### src/rtl/fib_seq_pkg.sv
// Shared types for the generalised-Fibonacci sequence engine.
package fib_seq_pkg;

   typedef enum logic [1:0] {
      IDLE = 2'd0,
      RUN  = 2'd1,
      LAST = 2'd2,
      DONE = 2'd3
   } state_t;

   typedef enum logic {
      WRAP = 1'b0,
      SAT  = 1'b1
   } arith_mode_t;

endpackage

### src/rtl/fib_seq_step.sv
// One recurrence step: next = a + b with wrap or saturate, plus the raw carry-out.
module fib_seq_step #(
   parameter int OUTPUT_WIDTH = 32
) (
   input  logic [OUTPUT_WIDTH-1:0] a,
   input  logic [OUTPUT_WIDTH-1:0] b,
   input  logic                    sat,
   output logic [OUTPUT_WIDTH-1:0] next,
   output logic                    carry
);

   logic [OUTPUT_WIDTH:0] sum;

   assign sum   = {1'b0, a} + {1'b0, b};
   assign carry = sum[OUTPUT_WIDTH];
   assign next  = (sat && carry) ? '1 : sum[OUTPUT_WIDTH-1:0];

endmodule

### src/rtl/fib_seq_gen.sv
// Generalised-Fibonacci engine: returns a(n) or streams a(0)..a(n) over valid/ready,
// with wrap/saturate arithmetic and a per-job sticky overflow flag.
module fib_seq_gen
   import fib_seq_pkg::*;
#(
   parameter int INPUT_WIDTH  = 6,
   parameter int OUTPUT_WIDTH = 32
) (
   input  logic                    clk,
   input  logic                    rst_n,
   input  logic                    go,
   input  logic [INPUT_WIDTH-1:0]  n,
   input  logic [OUTPUT_WIDTH-1:0] seed0,
   input  logic [OUTPUT_WIDTH-1:0] seed1,
   input  logic                    sat_mode,
   input  logic                    stream_mode,
   output logic                    busy,
   output logic [OUTPUT_WIDTH-1:0] result,
   output logic [INPUT_WIDTH-1:0]  result_idx,
   output logic                    result_valid,
   input  logic                    result_ready,
   output logic                    overflow,
   output logic                    done
);

   // Handshake: a term transfers on any rising edge where result_valid && result_ready;
   // while valid is high and ready is low, valid/result/result_idx hold unchanged.

   state_t                  state_q, state_d;
   logic [OUTPUT_WIDTH-1:0] a_q, a_d;
   logic [OUTPUT_WIDTH-1:0] b_q, b_d;
   logic                    b_ovf_q, b_ovf_d;
   logic [INPUT_WIDTH-1:0]  k_q, k_d;
   logic [INPUT_WIDTH-1:0]  n_q, n_d;
   arith_mode_t             mode_q, mode_d;
   logic                    stream_q, stream_d;
   logic                    ovf_q, ovf_d;

   logic [OUTPUT_WIDTH-1:0] step_next;
   logic                    step_carry;

   fib_seq_step #(
      .OUTPUT_WIDTH (OUTPUT_WIDTH)
   ) u_step (
      .a     (a_q),
      .b     (b_q),
      .sat   (mode_q == SAT),
      .next  (step_next),
      .carry (step_carry)
   );

   always_comb begin
      state_d      = state_q;
      a_d          = a_q;
      b_d          = b_q;
      b_ovf_d      = b_ovf_q;
      k_d          = k_q;
      n_d          = n_q;
      mode_d       = mode_q;
      stream_d     = stream_q;
      ovf_d        = ovf_q;
      result_valid = 1'b0;
      done         = 1'b0;

      case (state_q)
         IDLE: begin
            if (go) begin
               a_d      = seed0;
               b_d      = seed1;
               b_ovf_d  = 1'b0;
               k_d      = '0;
               n_d      = n;
               mode_d   = arith_mode_t'(sat_mode);
               stream_d = stream_mode;
               ovf_d    = 1'b0;
               state_d  = RUN;
            end
         end
         RUN: begin
            if (k_q == n_q) begin
               state_d = LAST;
            end else begin
               // Term n is presented only from LAST, so it is never offered twice.
               result_valid = stream_q;
               if (!stream_q || result_ready) begin
                  a_d     = b_q;
                  b_d     = step_next;
                  b_ovf_d = step_carry;
                  k_d     = k_q + INPUT_WIDTH'(1);
                  // Overflow follows the term moving into a_q, so a(n+1) never counts.
                  ovf_d   = ovf_q | b_ovf_q;
               end
            end
         end
         LAST: begin
            result_valid = 1'b1;
            if (result_ready) state_d = DONE;
         end
         DONE: begin
            done    = 1'b1;
            state_d = IDLE;
         end
         default: state_d = IDLE;
      endcase
   end

   always_ff @(posedge clk) begin
      if (!rst_n) begin
         state_q  <= IDLE;
         a_q      <= '0;
         b_q      <= '0;
         b_ovf_q  <= 1'b0;
         k_q      <= '0;
         n_q      <= '0;
         mode_q   <= WRAP;
         stream_q <= 1'b0;
         ovf_q    <= 1'b0;
      end else begin
         state_q  <= state_d;
         a_q      <= a_d;
         b_q      <= b_d;
         b_ovf_q  <= b_ovf_d;
         k_q      <= k_d;
         n_q      <= n_d;
         mode_q   <= mode_d;
         stream_q <= stream_d;
         ovf_q    <= ovf_d;
      end
   end

   // In LAST k_q equals n_q, and both registers hold after DONE until the next go.
   assign busy       = (state_q != IDLE);
   assign result     = a_q;
   assign result_idx = k_q;
   assign overflow   = ovf_q;

endmodule

### config.mk
export PLATFORM = sky130hd
export DESIGN_NAME = fib_seq_gen
export DESIGN_NICKNAME = d
export VERILOG_FILES = /design/src/rtl/fib_seq_pkg.sv /design/src/rtl/fib_seq_step.sv /design/src/rtl/fib_seq_gen.sv
export SDC_FILE = /design/constraint.sdc
export NUM_CORES = 1
export LEC_CHECK = 0
export BUFFER_PORTS_ARGS = -buffer_cell sky130_fd_sc_hd__buf_2
export CAP_MARGIN = 10
export CORE_UTILIZATION = 23
export DETAILED_ROUTE_END_ITERATION = 12
export PLACE_DENSITY_LB_ADDON = 0.1
export SETUP_SLACK_MARGIN = 0.02
export SLEW_MARGIN = 10
export SYNTH_ARGS = -nofsm -noshare
export SYNTH_HDL_FRONTEND = slang
export SYNTH_HIERARCHICAL = 1
export SYNTH_SLANG_ARGS = --single-unit
### constraint.sdc
create_clock -name clk -period 2.6 [get_ports clk]
set_clock_uncertainty 0.1 [all_clocks]
set_input_delay 0.26 -clock clk [delete_from_list [all_inputs] [get_ports clk]]
set_output_delay 0.26 -clock clk [all_outputs]
set_load 0.01 [all_outputs]
==> results by group <==
Synthesis
  • Post-Synth Adder-Cell Area: 0.0805
  • Mapped cell area: 0.00600 sq mm
  • Compound-Gate Fraction of Synth Area: 0.222
  • Post-synthesis mux area share: 0.130
  • Ys async rst share: 0
  • Syn Area/Cell: ~7.9 sq um
  • Post-synth EDFFs: 0
  • Distinct cells, synth: just under 60
  • Post-synth top flop: dfxtp_1
  • Main combinational cell family by area after synthesis: compound AO/OA/AOI/OAI gates
  • XOR/XNOR Fraction of Synth Area: 0.0350
  • Synth Register Bits: between 80 and 90
  • Syn nets: 876
  • Post-synthesis simple-gate area fraction: 0.216
  • Post-synthesis sequential area ratio: 0.273
  • Yosys warnings: 6
  • Mapped Cells: 762

Pwr
  • PwrDens: around 1200 mW/mm^2
  • Peak supply drop: about 0.00054 V
  • Static leakage: around 4.1 nW

Critical path
  • Worst Path Buf+Inv: 1
  • Largest fanout on the critical path: 4
  • Crit path capture type: flip-flop
  • CP top delay family: compound AO/OA/AOI/OAI gates
  • Startpoint Class: flip-flop
  • Crit-path slowest cell: fa_2
  • Max stage delay on crit path: around 0.35 ns
  • WS Path Type: flip-flop to flip-flop
  • CP Data Required Time: approximately 2.7 ns
  • Crit-path cells: ha_4, fa_2, a211oi_2, o211ai_1, buf_4, nand3_2, a2111o_1, and3_4, or2b_1, mux2_2, mux2_4, nand2_2, a21boi_2
  • Signal arrival time at the worst endpoint: between 3 and 4 ns

Die
  • Core Rows: between 50 and 60
  • Die area: 0.0268 sq mm
  • Die X: about 160 microns
  • Core Box Area: between 0.02 and 0.03 sq mm
  • Ports: around 120
  • Die height: 164 microns
  • Starting Density: 0.236

Final layout
  • Core Util, Final: 0.363
  • Nets: roughly 1,100
  • Leading cell types in the layout, fill and taps excluded: 164 x buf_4, 156 x nand2_1, 117 x buf_2
  • Commonest non-fill, non-tap cell in the layout: buf_4
  • Diode count: 0
  • Share of cells above drive strength 1: 0.470
  • Final non-filler cell total: approximately 1,400
  • Area added between synthesis and finish: 53.7%

Place
  • GPL Wtd Cong: 0.770
  • Placed cell count: approximately 1,300
  • Port Buf Inserts: between 100 and 150
  • DP HPWL: about 15 mm
  • Pre-CTS WS: -0.418 ns

Clock tree
  • Worst-skew pair later-pin latency: 0.35 ns
  • Clock root cell: clkbuf_16
  • Hold-fix buffers, CTS: 0
  • H-tree Lvls: 3
  • Max Buffers Root-to-Sink: 2
  • CTS tree: done
  • CTS Sinks: 82
  • Worst-path clk slew: 0.07 ns
  • TritonCTS buffer count: 9

STA
  • # setup viols final: 33
  • Fmax: around 0.34 GHz
  • RSZ-0062 raised after global routing: true
  • Final Hold Fails: 0
  • Final period util: 1.13
  • Final setup margin: -0.345 ns
  • Final min period: between 2 and 3 ns
  • Worst Tran Pin Value: approximately 0.84 ns
  • Slew HR: 0.437
  • Pins Over Slew Limit: 0

Drt
  • DRC Markers: 0
  • Drt via density: roughly 4.5
  • Vias post-DR: approximately 6,100
  • Iteration-0 DRC Markers: slightly below 300
  • Router iterations before antenna repair: 6
  • DR WL/cell: about 15 microns
  • Routed wire length: about 20 mm
  • Antenna viol nets, final: 0

Global routing
  • Tot GR Track Use: 0.153
  • First-pass GRT wire length: between 30 and 40 mm
  • Vias in the first global route: around 6,200
  • Largest net degree at the start of global routing: 86
  • Remaining Overflow, GRT: 0
  • Initial antenna violation count: 0

Run status
  • Failing checks: setup timing
  • Outcome: finished with violations

Hold path
  • Hold Path Class: primary input to flip-flop

Run
  • Max-cap violations: 0
==> synthesized netlist by cell type (all sizes together), types with 14 or more instances <==
cell    count  area [sq um]
buf        24           138
inv        14          52.6
ha         37           463
a21boi     75           563
nand3      27           135
o21ai      32           164
mux2       65           732
nand2     179           672
nor2       32           120
clkbuf     18          67.6
dfxtp      82          1640
a21oi      33           165
==> registers in the layout, indices dropped and copies added (netlist names) <==
name	flops
b_ovf_q	1
state_q	2
result	32
result_idx	6
overflow	1
mode_q	1
n_q	6
stream_q	1
b_q	32
==> worst reg2reg max path, delay by kind of cell, from the launching register on <==
family | cells | cell delay, ns
AOI/OAI and AO/OA | 4 | 0.60
muxes | 2 | 0.52
and+or+nand+nor | 4 | 0.60
buffers and inverters | 1 | 0.18
adders and majority gates | 2 | 0.51
DFF | 1 | 0.34
==> stage by stage <==
stage / setup TNS, ns / cell area, sq um / hold WS [ns] / total power, mW
global route: -9.44 / 9230 / 0.0790 / 11.7
global placement: -8.50 / 8270 / 0.370 / 8.69
floorplan: -1.27 / 6100 / 0.316 / 5.84
CTS: -8.25 / 8740 / 0.0516 / 10.3
finish: -5.99 / 9230 / 0.0676 / 10.7
detailed placement: -9.62 / 8270 / 0.374 / 8.65
==> worst paths after layout <==
| check | startpoint | to | slack (ns) | cells past startpoint |
|---|---|---|---|---|
| max reg2reg | result[0]$_SDFFE_PN0P_ | b_q[19]$_SDFFE_PN0P_ | -0.34 | 13 |
| max | result[0]$_SDFFE_PN0P_ | b_q[19]$_SDFFE_PN0P_ | -0.34 | 13 |
| min reg2reg | n_q[2]$_SDFFE_PN0P_ | n_q[2]$_SDFFE_PN0P_ | 0.38 | 2 |
| min | stream_mode | stream_q$_SDFFE_PN0P_ | 0.07 | 3 |
==> where the power goes <==
group          switching [mW]  internal, mW
logic                    3.51          3.64
registers               0.397          1.74
clock network           0.574         0.870
==> per-layer routing <==
layer,track usage,part of all wire
met4,0.0383,0.0074
met1,0.211,0.51
met2,0.250,0.45
met5,0,0
met3,0.0201,0.031
==> repair_timing <==
action	4_1_cts	5_1_grt
pin swaps	15	38
gates cloned	1	0
buffers inserted	2	6
setup endpoints to repair	33	34
gates resized for setup	32	111
==> layout make-up <==
cell class                      count  area [sq um]
Fill cell                        2725         16200
Multi-Input combinational cell    624          4700
Timing Repair Buffer              299          2070
Sequential cell                    82          1660
Tap cell                          330           413
Clock buffer                       10           239
Clock inverter                      6          90.1
Inverter                           14          52.6
==> kinds of logic after synthesis <==
logic type	count (synthesis)
AO/OA/AOI/OAI	196
XOR/XNOR	24
adder cells (fa/ha/maj)	38
buffers and inverters	56
flip-flops	82
multiplexers	70
AND/OR/NAND/NOR	296
Power figures use the tool's default switching activity.
